<file path="config.mk">
export PLATFORM = sky130hd
export DESIGN_NAME = conv_addr_gen
export DESIGN_NICKNAME = d
export VERILOG_FILES = /design/src/rtl/accel_pkg.sv /design/src/rtl/win_counter.sv /design/src/rtl/conv_addr_gen.sv
export SDC_FILE = /design/constraint.sdc
export NUM_CORES = 1
export LEC_CHECK = 0
export CAP_MARGIN = 20
export CORE_MARGIN = 1
export CORE_UTILIZATION = 43
export DETAILED_ROUTE_END_ITERATION = 10
export PLACE_DENSITY = 0.71
export SETUP_SLACK_MARGIN = 0.1
export SLEW_MARGIN = 15
export SYNTH_ARGS = -nofsm -noshare
export SYNTH_HDL_FRONTEND = slang
export SYNTH_SLANG_ARGS = --single-unit
</file>
<file path="constraint.sdc">
create_clock -name clk -period 7.6 [get_ports clk]
set_input_delay 1.52 -clock clk [delete_from_list [all_inputs] [get_ports clk]]
set_output_delay 1.52 -clock clk [all_outputs]
set_load 0.005 [all_outputs]
</file>
<file path="src/rtl/accel_pkg.sv">
// accel_pkg: constants and types shared by conv_addr_gen and engine.
//   ADDR_W  - DMA address width
//   BURST   - words per pixel burst (address step per pixel/tap)
//   state_e - conv_addr_gen sequencer states
//   op_e    - engine operation types
package accel_pkg;

  localparam int unsigned ADDR_W = 30;
  localparam int unsigned BURST  = 16;

  typedef enum logic [1:0] {
    ST_IDLE    = 2'd0,
    ST_TAP     = 2'd1,
    ST_WAIT_WB = 2'd2,
    ST_DONE    = 2'd3
  } state_e;

  typedef enum logic [2:0] {
    CONV_CH0 = 3'd0,
    CONV_CH1 = 3'd1,
    CONV_CH2 = 3'd2,
    CONV_CH3 = 3'd3,
    MPOOL    = 3'd4,
    APOOL    = 3'd5
  } op_e;

endpackage

</file>
<file path="src/rtl/win_counter.sv">
// win_counter: nested kx/ky (kernel tap) and ox/oy (output pixel) counters.
//   load         - clear all counters, latch ksize/o_side limits
//   tap_adv      - step kx, then ky (wraps to tap 0 after the last tap)
//   pix_adv      - step ox, then oy
//   kx_wrap      - kx at last column of the kernel
//   tap_last     - current tap is the final tap of the pixel
//   tap_last_nxt - tap_last as it will be after this cycle's update
//   ox_wrap      - ox at last column of the output map
//   pix_last     - current pixel is the final pixel
module win_counter (
  input  logic       clk,
  input  logic       rst,
  input  logic       load,
  input  logic [3:0] ksize,
  input  logic [7:0] o_side,
  input  logic       tap_adv,
  input  logic       pix_adv,
  output logic       kx_wrap,
  output logic       tap_last,
  output logic       tap_last_nxt,
  output logic       ox_wrap,
  output logic       pix_last
);

  logic [3:0] kx_q, kx_d, ky_q, ky_d, kmax_q, kmax_d;
  logic [7:0] ox_q, ox_d, oy_q, oy_d, omax_q, omax_d;
  logic       ky_wrap, oy_wrap;

  always_comb begin
    kx_wrap  = (kx_q == kmax_q);
    ky_wrap  = (ky_q == kmax_q);
    ox_wrap  = (ox_q == omax_q);
    oy_wrap  = (oy_q == omax_q);
    tap_last = kx_wrap && ky_wrap;
    pix_last = ox_wrap && oy_wrap;

    kx_d   = kx_q;
    ky_d   = ky_q;
    ox_d   = ox_q;
    oy_d   = oy_q;
    kmax_d = kmax_q;
    omax_d = omax_q;

    if (load) begin
      kx_d   = '0;
      ky_d   = '0;
      ox_d   = '0;
      oy_d   = '0;
      kmax_d = ksize - 4'd1;
      omax_d = o_side - 8'd1;
    end else begin
      if (tap_adv) begin
        if (kx_wrap) begin
          kx_d = '0;
          ky_d = ky_wrap ? '0 : ky_q + 4'd1;
        end else begin
          kx_d = kx_q + 4'd1;
        end
      end
      if (pix_adv) begin
        if (ox_wrap) begin
          ox_d = '0;
          oy_d = oy_wrap ? '0 : oy_q + 8'd1;
        end else begin
          ox_d = ox_q + 8'd1;
        end
      end
    end

    tap_last_nxt = (kx_d == kmax_d) && (ky_d == kmax_d);
  end

  always_ff @(posedge clk) begin
    if (rst) begin
      kx_q   <= '0;
      ky_q   <= '0;
      ox_q   <= '0;
      oy_q   <= '0;
      kmax_q <= '0;
      omax_q <= '0;
    end else begin
      kx_q   <= kx_d;
      ky_q   <= ky_d;
      ox_q   <= ox_d;
      oy_q   <= oy_d;
      kmax_q <= kmax_d;
      omax_q <= omax_d;
    end
  end

endmodule

</file>
<file path="src/rtl/conv_addr_gen.sv">
// conv_addr_gen: walks the output map pixel by pixel and emits, per kernel
// tap, data/weight DMA burst addresses, then the result burst address.
//   start/config          - job launch; config latched on start in IDLE
//   cmd_valid/cmd_ready   - tap handshake (cmd_data_addr, cmd_weight_addr,
//                           cmd_last marks final tap of the pixel)
//   wb_valid/wb_ack       - pixel writeback handshake (wb_addr)
//   busy, done            - not idle; one-cycle pulse at job end
module conv_addr_gen #(
  parameter int unsigned ADDR_W = accel_pkg::ADDR_W,
  parameter int unsigned BURST  = accel_pkg::BURST
) (
  input  logic              clk,
  input  logic              rst,
  input  logic              start,
  input  logic [ADDR_W-1:0] data_base,
  input  logic [ADDR_W-1:0] weight_base,
  input  logic [ADDR_W-1:0] result_base,
  input  logic [7:0]        i_side,
  input  logic [7:0]        o_side,
  input  logic [3:0]        stride,
  input  logic [3:0]        ksize,
  output logic              cmd_valid,
  input  logic              cmd_ready,
  output logic [ADDR_W-1:0] cmd_data_addr,
  output logic [ADDR_W-1:0] cmd_weight_addr,
  output logic              cmd_last,
  output logic              wb_valid,
  output logic [ADDR_W-1:0] wb_addr,
  input  logic              wb_ack,
  output logic              busy,
  output logic              done
);

  import accel_pkg::*;

  typedef logic [ADDR_W-1:0] addr_t;
  localparam addr_t BURST_A = addr_t'(BURST);

  // Step sizes are formed once at launch by shift-and-add over the small
  // config factors; the per-cycle address path is adders only.
  function automatic addr_t shift_add(input addr_t a, input logic [7:0] m);
    addr_t acc;
    acc = '0;
    for (int unsigned i = 0; i < 8; i++) begin
      if (m[i]) acc = acc + (a << i);
    end
    return acc;
  endfunction

  state_e state_q, state_d;
  addr_t  row_step_q, row_step_d;       // one input row
  addr_t  col_step_q, col_step_d;       // one output column (stride pixels)
  addr_t  row_jump_q, row_jump_d;       // one output row (stride input rows)
  addr_t  weight_base_q, weight_base_d;
  addr_t  pix_row_q, pix_row_d;         // tap 0 of pixel (0, oy)
  addr_t  pix_q, pix_d;                 // tap 0 of pixel (ox, oy)
  addr_t  tap_row_q, tap_row_d;         // tap (0, ky) of current pixel
  addr_t  data_q, data_d;
  addr_t  weight_q, weight_d;
  addr_t  wb_q, wb_d;
  logic   cmd_valid_q, cmd_valid_d;
  logic   cmd_last_q, cmd_last_d;
  logic   wb_valid_q, wb_valid_d;
  logic   busy_q, busy_d;
  logic   done_q, done_d;

  addr_t  row_step_in;
  logic   cnt_load, tap_adv, pix_adv;
  logic   kx_wrap, tap_last, tap_last_nxt, ox_wrap, pix_last;

  win_counter u_win_counter (
    .clk          (clk),
    .rst          (rst),
    .load         (cnt_load),
    .ksize        (ksize),
    .o_side       (o_side),
    .tap_adv      (tap_adv),
    .pix_adv      (pix_adv),
    .kx_wrap      (kx_wrap),
    .tap_last     (tap_last),
    .tap_last_nxt (tap_last_nxt),
    .ox_wrap      (ox_wrap),
    .pix_last     (pix_last)
  );

  always_comb begin
    row_step_in   = shift_add(BURST_A, i_side);
    state_d       = state_q;
    row_step_d    = row_step_q;
    col_step_d    = col_step_q;
    row_jump_d    = row_jump_q;
    weight_base_d = weight_base_q;
    pix_row_d     = pix_row_q;
    pix_d         = pix_q;
    tap_row_d     = tap_row_q;
    data_d        = data_q;
    weight_d      = weight_q;
    wb_d          = wb_q;
    cnt_load      = 1'b0;
    tap_adv       = 1'b0;
    pix_adv       = 1'b0;

    case (state_q)
      ST_IDLE: begin
        if (start) begin
          cnt_load      = 1'b1;
          row_step_d    = row_step_in;
          col_step_d    = shift_add(BURST_A, {4'd0, stride});
          row_jump_d    = shift_add(row_step_in, {4'd0, stride});
          weight_base_d = weight_base;
          pix_row_d     = data_base;
          pix_d         = data_base;
          tap_row_d     = data_base;
          data_d        = data_base;
          weight_d      = weight_base;
          wb_d          = result_base;
          state_d       = (o_side == 8'd0 || ksize == 4'd0) ? ST_DONE : ST_TAP;
        end
      end
      ST_TAP: begin
        if (cmd_ready) begin
          tap_adv = 1'b1;
          if (tap_last) begin
            state_d = ST_WAIT_WB;
          end else if (kx_wrap) begin
            tap_row_d = tap_row_q + row_step_q;
            data_d    = tap_row_q + row_step_q;
            weight_d  = weight_q + BURST_A;
          end else begin
            data_d   = data_q + BURST_A;
            weight_d = weight_q + BURST_A;
          end
        end
      end
      ST_WAIT_WB: begin
        if (wb_ack) begin
          pix_adv = 1'b1;
          if (pix_last) begin
            state_d = ST_DONE;
          end else begin
            state_d  = ST_TAP;
            wb_d     = wb_q + BURST_A;
            weight_d = weight_base_q;
            if (ox_wrap) begin
              pix_row_d = pix_row_q + row_jump_q;
              pix_d     = pix_row_q + row_jump_q;
            end else begin
              pix_d = pix_q + col_step_q;
            end
            tap_row_d = pix_d;
            data_d    = pix_d;
          end
        end
      end
      ST_DONE: state_d = ST_IDLE;
      default: state_d = ST_IDLE;
    endcase

    // Status outputs are registered from the next state so they line up
    // with the addresses registered in the same edge.
    cmd_valid_d = (state_d == ST_TAP);
    cmd_last_d  = (state_d == ST_TAP) && tap_last_nxt;
    wb_valid_d  = (state_d == ST_WAIT_WB);
    busy_d      = (state_d != ST_IDLE);
    done_d      = (state_d == ST_DONE);
  end

  always_ff @(posedge clk) begin
    if (rst) begin
      state_q       <= ST_IDLE;
      row_step_q    <= '0;
      col_step_q    <= '0;
      row_jump_q    <= '0;
      weight_base_q <= '0;
      pix_row_q     <= '0;
      pix_q         <= '0;
      tap_row_q     <= '0;
      data_q        <= '0;
      weight_q      <= '0;
      wb_q          <= '0;
      cmd_valid_q   <= 1'b0;
      cmd_last_q    <= 1'b0;
      wb_valid_q    <= 1'b0;
      busy_q        <= 1'b0;
      done_q        <= 1'b0;
    end else begin
      state_q       <= state_d;
      row_step_q    <= row_step_d;
      col_step_q    <= col_step_d;
      row_jump_q    <= row_jump_d;
      weight_base_q <= weight_base_d;
      pix_row_q     <= pix_row_d;
      pix_q         <= pix_d;
      tap_row_q     <= tap_row_d;
      data_q        <= data_d;
      weight_q      <= weight_d;
      wb_q          <= wb_d;
      cmd_valid_q   <= cmd_valid_d;
      cmd_last_q    <= cmd_last_d;
      wb_valid_q    <= wb_valid_d;
      busy_q        <= busy_d;
      done_q        <= done_d;
    end
  end

  assign cmd_valid       = cmd_valid_q;
  assign cmd_last        = cmd_last_q;
  assign cmd_data_addr   = data_q;
  assign cmd_weight_addr = weight_q;
  assign wb_valid        = wb_valid_q;
  assign wb_addr         = wb_q;
  assign busy            = busy_q;
  assign done            = done_q;

endmodule
</file>
======== After elaboration in Yosys (flattened, before gate mapping) ========
Cells that the tools add are included.
storage, ports and cells
  word-level logic and storage cells ...... 162
  register bits ........................... 343
  output and inout port bits .............. 95
  input bits .............................. 119
cells by class
  mux-type cells .......................... 78
  reductions and logical operators ........ 18
  add/subtract/negate cells ............... 25
  equality and inequality tests ........... 19
operators by type and width
  cell                                                               count
  30-bit 2-to-1 mux                                                  47
  30-bit case mux with 3 select lines                                3
  30-bit adder                                                       6
  30-bit case mux with 2 select lines                                3
  30-bit by 5-bit adder with 30-bit output (second input constant)   3
  30-bit by 6-bit adder with 30-bit output (second input constant)   2
  30-bit by 7-bit adder with 30-bit output (second input constant)   2
  30-bit by 8-bit adder with 30-bit output (second input constant)   2
  4-bit 2-to-1 mux                                                   8
  30-bit by 10-bit adder with 30-bit output (second input constant)  1
  30-bit by 11-bit adder with 30-bit output (second input constant)  1
  30-bit by 12-bit adder with 30-bit output (second input constant)  1
  30-bit by 9-bit adder with 30-bit output (second input constant)   1
  8-bit by 1-bit adder with 8-bit output (second input constant)     2
  4-bit == test                                                      4
  8-bit == test                                                      2
  8-bit 2-to-1 mux                                                   2
  2-bit != test (second input constant)                              7
  2-bit 2-to-1 mux                                                   6
  5-bit 2-to-1 mux                                                   2
  4-bit by 1-bit adder with 4-bit output (second input constant)     2
  2-bit == test (second input constant)                              4
  8-bit logical NOT                                                  1
  2-bit case mux with 4 select lines                                 1
  16 further kinds                                                   27

======== Logic depth before layout (Yosys ltp) ========
Gate-level depths: netlist of run 1.
  word-level depth ........................ 28
  gate-level depth with buffers ........... 24
  depth with buffers taken out ............ 23

======== By module ========
From an unflattened synthesis of run 1, not the netlist that was laid out.
second synthesis, totals
  cells, all modules ...................... 2,433
  area, all modules ....................... 18,168.7 µm²
modules (own cells, without submodules)
  module         area an instance (µm²)  seq. area each (µm²)  times used  cells an instance
  conv_addr_gen  16,052.9                4,824.6               1           2,184
  win_counter    2,115.8                 720.7                 1           249

======== Least setup slack after synthesis of run 1 ========
No wires, ideal clock.
  kind .................................... in2reg
  start ................................... input stride[0]
  end ..................................... register row_jump_q[14]
  buffers on the path ..................... 1
  slack ................................... 2.043 ns
  arrival ................................. 5.487 ns
  setup time .............................. 0.070 ns
  required time ........................... 7.530 ns
  cell stages on the path ................. 23
  path through ............................ clkbuf_1 and2_1 ha_1 inv_1 fa_1 nor2b_1 o31ai_1 a21oi_1 o311ai_1 a31oi_1 inv_1 ha_1 or2_2 a21oi_1 inv_1 a21o_1 a31o_2 ha_1 a21o_1 a31oi_1 xnor2_1 a21oi_1 a21oi_1
between the ends
  cells in the longest elaborated chain, start to end .. 13
RTL lines
  what                   line                  text
  from (decl)            conv_addr_gen.sv:20   input logic [3:0] stride,
  30-bit 2-to-1 mux (*)  conv_addr_gen.sv:45   if (m[i]) acc = acc + (a << i);
  30-bit 2-to-1 mux (*)  conv_addr_gen.sv:105  if (start) begin
  30-bit 2-to-1 mux (*)  conv_addr_gen.sv:103  case (state_q)
  30-bit adder           conv_addr_gen.sv:45
  30-bit 2-to-1 mux (*)  conv_addr_gen.sv:45
  30-bit 2-to-1 mux (*)  conv_addr_gen.sv:105
  30-bit 2-to-1 mux (*)  conv_addr_gen.sv:103
  30-bit adder           conv_addr_gen.sv:45
  30-bit 2-to-1 mux (*)  conv_addr_gen.sv:45
  30-bit 2-to-1 mux (*)  conv_addr_gen.sv:105
  30-bit 2-to-1 mux (*)  conv_addr_gen.sv:103
  30-bit adder           conv_addr_gen.sv:45
  30-bit 2-to-1 mux (*)  conv_addr_gen.sv:45
  to (signal assigned)   conv_addr_gen.sv:190  row_jump_q <= row_jump_d;
  to (decl)              conv_addr_gen.sv:53   addr_t row_jump_q, row_jump_d;
Every way passes the cells marked *; elsewhere a longest branch is shown, timed or not. The select of a mux whose other input is x is not followed.
A chain may end at the register's enable or synchronous reset.

======== Worst setup path in the final report of run 1 ========
Ends and elaborated chain as after synthesis.

==> results of run 1 <==
worst max-delay path by stage:
stage                                end  slack (ps)  depth (start not counted)       from
after floorplan           row_jump_q[14]        2040                         23  stride[0]
after global placement    row_jump_q[14]        1260                         23  i_side[1]
after detailed placement  row_jump_q[14]        1110                         23  stride[0]
after CTS                 row_jump_q[14]        1650                         23  stride[0]
after global routing      row_jump_q[14]        1180                         23  i_side[1]
final                     row_jump_q[14]        1600                         23  stride[0]
report_power, final:
part	internal (uW)	switching, uW	total [uW]
clock	1130	690	1820
sequential	1910	489	2400
combinational	1730	2950	4680
total	4770	4130	8900
registers in the layout (all words and copies together), names as in the netlist, 2 cells and up:
| name | cells |
|---|---|
| tap_row_q | 30 |
| row_step_q | 8 |
| pix_q | 30 |
| wb_addr | 30 |
| cmd_weight_addr | 30 |
| pix_row_q | 30 |
| u_win_counter.ky_q | 4 |
| u_win_counter.oy_q | 8 |
| col_step_q | 4 |
| row_jump_q | 12 |
| u_win_counter.kx_q | 4 |
| u_win_counter.ox_q | 8 |
| state_q | 2 |
| u_win_counter.kmax_q | 4 |
| cmd_data_addr | 30 |
| weight_base_q | 30 |
| u_win_counter.omax_q | 8 |
layer usage:
layer,wire length (um),share of wire
met5,56,0.00091
met4,2860,0.046
met3,4740,0.077
met2,28400,0.46
met1,25400,0.41
cell usage in the layout (no fill, tap or decap), types with 22 or more instances in the layout:
cell | synthesis | routed
nor3_1 | 47 | 47
a31oi_1 | 37 | 37
inv_1 | 50 | 50
nor2_1 | 206 | 204
buf_4 | 5 | 28
nand3_1 | 75 | 75
xnor2_1 | 98 | 98
dfxtp_1 | 277 | 277
mux2i_1 | 22 | 22
a21o_1 | 36 | 36
clkdlybuf4s50_1 | 0 | 212
a211oi_1 | 66 | 66
nand4_1 | 47 | 47
and3_1 | 38 | 38
a21oi_1 | 203 | 203
o21ai_0 | 159 | 159
o211ai_1 | 41 | 41
xor2_1 | 49 | 49
clkbuf_16 | 0 | 35
nand2_1 | 289 | 288
a221oi_1 | 29 | 29
ha_1 | 65 | 63
through the flow:
stage	hold WS, ps	area [um^2]
2_1_floorplan	427	17900
3_3_place_gp	437	20300
3_5_place_dp	447	20300
4_1_cts	455	21500
5_1_grt	468	21500
6_report	455	21500
worst min-delay path, stage by stage, from the launching register on:
cell and delay, ps:
dfxtp_1 310, nand2_1 50, a21oi_1 50
cell type report:
class / instances / area share
clock buffers: 48 / 0.0485
inverters: 53 / 0.00929
flip-flops and latches: 277 / 0.257
well taps: 532 / 0.0309
repair buffers: 241 / 0.109
multi-input cells: 1841 / 0.535
clock inverters: 15 / 0.0101
cells by family after synthesis:
kind of cell               count (synthesis)  synth area share
xor gates and xnor gates                 147            0.0720
DFF                                      277             0.310
buffers and inverters                    209            0.0476
adders and majority gates                 71            0.0522
muxes                                     27            0.0155
and+or+nand+nor                          838             0.221
AOI/OAI and AO/OA                        758             0.282
==> out/metrics.yaml, run 1 <==
clock_tree:
  cts_resized: 0
  cts_sinks: 277
  cts_buffer_depth: 3
  path_clk_slew_ps: 60
  cts_setup_buffers: 0
  h-tree-depth: 2
  cts_tree: "done"
  hold_buffers: 0
  cts_root_buf: "clkbuf_16"
  cts_buffers: 35
  clk_latency_ps: 540
critical_path:
  endpoint_kind: "flop"
  reg2reg_slack_ps: 2980
  cp.arrival_ps: 6450
  worstReg2RegEnd: "cmd_data_addr[13]"
  r2r_cells: 10
  r2r-start: "state_q[0]"
  crit_slowest_cell: "clkdlybuf4s50_1"
  path_max_fanout: 10
  critPathKind: "input port to flop"
  crit_required_ps: 8050
  path_cells: "clkdlybuf4s50_1 > and2_1 > ha_1 > inv_1 > fa_1 > nor2b_1 > o31ai_1 > a21oi_1 > o311ai_1 > a31oi_1 > inv_1 > ha_1 > or2_2 > a21oi_1 > inv_1 > a21o_1 > a31o_2 > ha_1 > a21o_1 > a31oi_1 > xnor2_1 > a21oi_1 > a21oi_1"
  path_delay_family: "compound AO/OA/AOI/OAI gates"
  startpoint_type: "input port"
  critPathMostFrequentCell: "a21oi_1"
  crit_buf_inv: 4
  max_stage_delay_ps: 680
route:
  vias: 18800
  drtIter0Drc: 1616
  drt-vias-per-instance: 6.26
  routed_wl_mm: 61.5
  first_pass_iters: 7
  drc: 0
  ant_nets: 0
  wire_per_inst_um: 20.5
sta:
  setup_slack_ps: 1600
  setup_viol: 0
  period_minus_slack_ps: 6000
  min_period_over_period: 0.789
  finalSetupTns_ps: 0
  finClkSkew_ps: 21.5
  tightest_slew_ps: 1100
  max-slew-margin-rel: 0.267
  finalHoldViolations: 0
  timing.fmax_ghz: 0.167
  drv_slew: 0
  rsz0062_at_grt: "no"
die:
  die_w_um: 206
  coreArea_mm2: 0.0409
  rows: 74
  die_h_um: 206
  io_pins: 214
  initial_core_util: 0.437
  die_area_mm2: 0.0424
placed_design:
  io_buffers: 213
  dp_cells: 2944
  dp_slack_ps: 1110
  routabilityCongestion: 0.870
  dp_hpwl_mm: 42.0
synth:
  async_flop_share: 0
  synth-seq-cells: 277
  syn_area_mm2: 0.0179
  yosysWarnings: 0
  ys.flop_type: "dfxtp_1"
  yosys.area.top_type: "dfxtp_1"
  netlist.area_leader.share: 0.310
  netlist_instances: 2327
  ys_types: 94
  synth.avg_cell_area_um2: 7.69
  netlist_top_cells_area: "dfxtp_1, nand2_1, a21oi_1, xnor2_1, ha_1"
  synth_edf_count: 0
  syn_nets: 2517
  yosysMostFrequentCell: "nand2_1"
  synth_commonest_cells: "nand2_1, dfxtp_1, nor2_1"
  ys_seq_area_frac: 0.310
worst_hold_path:
  hold_class: "flop to flop"
  hold_end: "weight_base_q[27]"
  min_path_cells: 2
  hold_start: "weight_base_q[27]"
grt:
  grt_use_met1: 0.358
  use_met3: 0.0438
  grt_max_degree: 93
  grt_antenna_before_repair: 4
  globalRouteOverflowTotal: 0
  use_met2: 0.458
  grt_pass1_vias: 18000
  grt_first_pass_wirelength_mm: 95.7
  grt-busiest-layer: "met2"
  grt_use_total: 0.281
pwr:
  p_leak_uw: 0.00794
  power_density_mw_per_mm2: 413
  irDropWorstVdd_uv: 281
  power.total_uw: 8900
layout:
  diodes: 0
  fillers: 3883
  layout-drive-gt1-share: 0.0606
  area_growth_pct: 20.4
  multi_input_area_mm2: 0.0115
  layoutNonFillerInstCount: 3007
  final_util: 0.527
  nets: 2639
  regArea_mm2: 0.00555
run_status:
  outcome: "complete, no violations"
job:
  cap_violations: 0
No activity file was read; power rests on OpenSTA's default activity.
==> run 2, diff against run 1 <==
==> constraint.sdc (replaced) <==
create_clock -name clk -period 5.6 [get_ports clk]
set_input_delay 1.12 -clock clk [delete_from_list [all_inputs] [get_ports clk]]
set_output_delay 1.12 -clock clk [all_outputs]
set_load 0.005 [all_outputs]
==> out/metrics.yaml, run 2 (same netlist as run 1, synthesis figures left out) <==
pwr:
  power_density_mw_per_mm2: 556  # +35%
  irDropWorstVdd_uv: 381  # +36%
  p_leak_uw: 0.00796  # +0.30%
  power.total_uw: 12000  # +35%
sta:
  rsz0062_at_grt: "no"
  finClkSkew_ps: 31.3  # +9.80 ps
  finalHoldViolations: 0  # unchanged
  min_period_over_period: 0.922
  timing.fmax_ghz: 0.194
  max-slew-margin-rel: 0.269  # +0.00196
  drv_slew: 0  # unchanged
  setup_viol: 0  # unchanged
  setup_slack_ps: 436  # -1160 ps
  tightest_slew_ps: 1090  # -2.94 ps
  period_minus_slack_ps: 5160
grt:
  grt_pass1_vias: 18000  # +0.16%
  grt_use_total: 0.285  # +0.00418
  grt_max_degree: 85  # -8.6%
  grt_first_pass_wirelength_mm: 96.4  # +0.72%
  grt_antenna_before_repair: 3  # -1
  globalRouteOverflowTotal: 0  # unchanged
critical_path:
  setup.worst_path.end: "row_jump_q[14]"
  critPathKind: "input port to flop"
  worstReg2RegEnd: "cmd_data_addr[17]"
  endpoint_kind: "flop"
  startpoint_type: "input port"
  r2r_cells: 7  # -3
  worstSetupStartpoint: "i_side[1]"
  cp.arrival_ps: 5620  # -830 ps
  r2r-start: "state_q[0]"
  crit_required_ps: 6060  # -1990 ps
  path_max_fanout: 3  # -7
  reg2reg_slack_ps: 1220  # -1760 ps
placed_design:
  io_buffers: 213  # unchanged
  dp_cells: 2954  # +0.34%
  dp_hpwl_mm: 42.6  # +1.4%
  routabilityCongestion: 0.872  # +0.22%
  dp_slack_ps: -247  # -1360 ps
worst_hold_path:
  hold_start: "weight_base_q[25]"
  hold_class: "flop to flop"
layout:
  final_common_cell: "nand2_1"
  final_cell_mix: "nand2_1, dfxtp_1, clkdlybuf4s50_1"
  area_growth_pct: 20.8
  layoutNonFillerInstCount: 3015  # +0.27%
  diodes: 0  # unchanged
  nets: 2649  # +0.38%
  layout-drive-gt1-share: 0.0636  # +0.00303
clock_tree:
  cts_root_buf: "clkbuf_16"
  cts_buffers: 34  # -2.9%
  clk_latency_ps: 550  # about the same
  cts_tree: "done"
  cts_sinks: 277  # unchanged
  cts_buffer_depth: 3  # unchanged
  path_clk_slew_ps: 60  # about the same
  h-tree-depth: 2  # unchanged
die:
  initial_core_util: 0.437  # unchanged
  die_w_um: 206  # unchanged
  rows: 74  # unchanged
  die_area_mm2: 0.0424  # unchanged
  io_pins: 214  # unchanged
  die_h_um: 206  # unchanged
  coreArea_mm2: 0.0409  # unchanged
route:
  vias: 18700  # -0.62%
  drt-vias-per-instance: 6.21  # -0.88%
  wire_per_inst_um: 20.4  # -0.17%
  first_pass_iters: 6  # -1
  routed_wl_mm: 61.6  # about the same
  drtIter0Drc: 1622  # +0.37%
  drc: 0  # unchanged
  ant_nets: 0  # unchanged
job:
  cap_violations: 0  # unchanged
run_status:
  outcome: "complete, no violations"
-- run 2: cell type report --
cell class / count / area (um^2)
clock inverters: 14 / 251
clock buffers: 46 / 967
well taps: 532 / 666
multi-input cells: 1841 / 11500
repair buffers: 252 / 2430
inverters: 53 / 200
flip-flops and latches: 277 / 5550
fillers: 3872 / 19300
-- run 2: routing by layer --
layer  track usage  part of all wire  wire, um
met4         0.135             0.041      2530
met1         0.362              0.42     25600
met5             0           0.00062        38
met3        0.0473             0.076      4690
met2         0.468              0.47     28700
-- run 2: worst max-delay path: stages --
cell	delay, ps
clkdlybuf4s50_1	470
and2_1	140
ha_1	170
inv_1	60
fa_2	370
nor2b_2	170
o21ai_0	140
a21oi_2	220
o311ai_1	130
a31oi_1	270
inv_1	100
ha_1	310
or2_2	300
a21oi_1	140
inv_1	60
a21o_1	170
a31o_2	270
ha_1	290
a21o_1	180
a31oi_1	170
xnor2_1	140
a21oi_1	80
a21oi_1	160
-- run 2: through the flow --
step	cell area (um^2)	setup TNS (ps)	hold WS (ps)	utilization
2_1_floorplan	17900	0	427	-
3_3_place_gp	20400	-61.4	437	0.498
3_5_place_dp	20400	-689	449	0.498
4_1_cts	21600	0	457	0.527
5_1_grt	21600	0	470	0.528
6_report	21600	0	455	0.528
-- run 2: repair_timing --
item,CTS,global route
gates resized for setup,0,7
setup buffers,0,1
hold buffers,0,0
setup endpoints to repair,0,4
-- run 2: worst min path at each step --
stage                                    to  slack (ps)  depth (start not counted)
after floorplan               col_step_q[7]         430                          2
after global placement    weight_base_q[26]         440                          2
after detailed placement  weight_base_q[25]         450                          2
after CTS                 weight_base_q[25]         460                          2
after global routing      weight_base_q[21]         470                          2
final                     weight_base_q[25]         450                          2
-- run 2: where the power goes --
group	internal, uW	switching (uW)	total (uW)
sequential	2590	675	3260
clock	1530	892	2430
combinational	2350	3970	6320
total	6480	5540	12000
==> run 3, diff against run 2 <==
--- a/config.mk
+++ b/config.mk
@@ -5,6 +5,7 @@
 export SDC_FILE = /design/constraint.sdc
 export NUM_CORES = 1
 export LEC_CHECK = 0
+export ABC_AREA = 0
 export CAP_MARGIN = 20
 export CORE_MARGIN = 1
 export CORE_UTILIZATION = 43
==> results of run 3 <==
Final layout, timing and power as in run 2 (identical DEF).
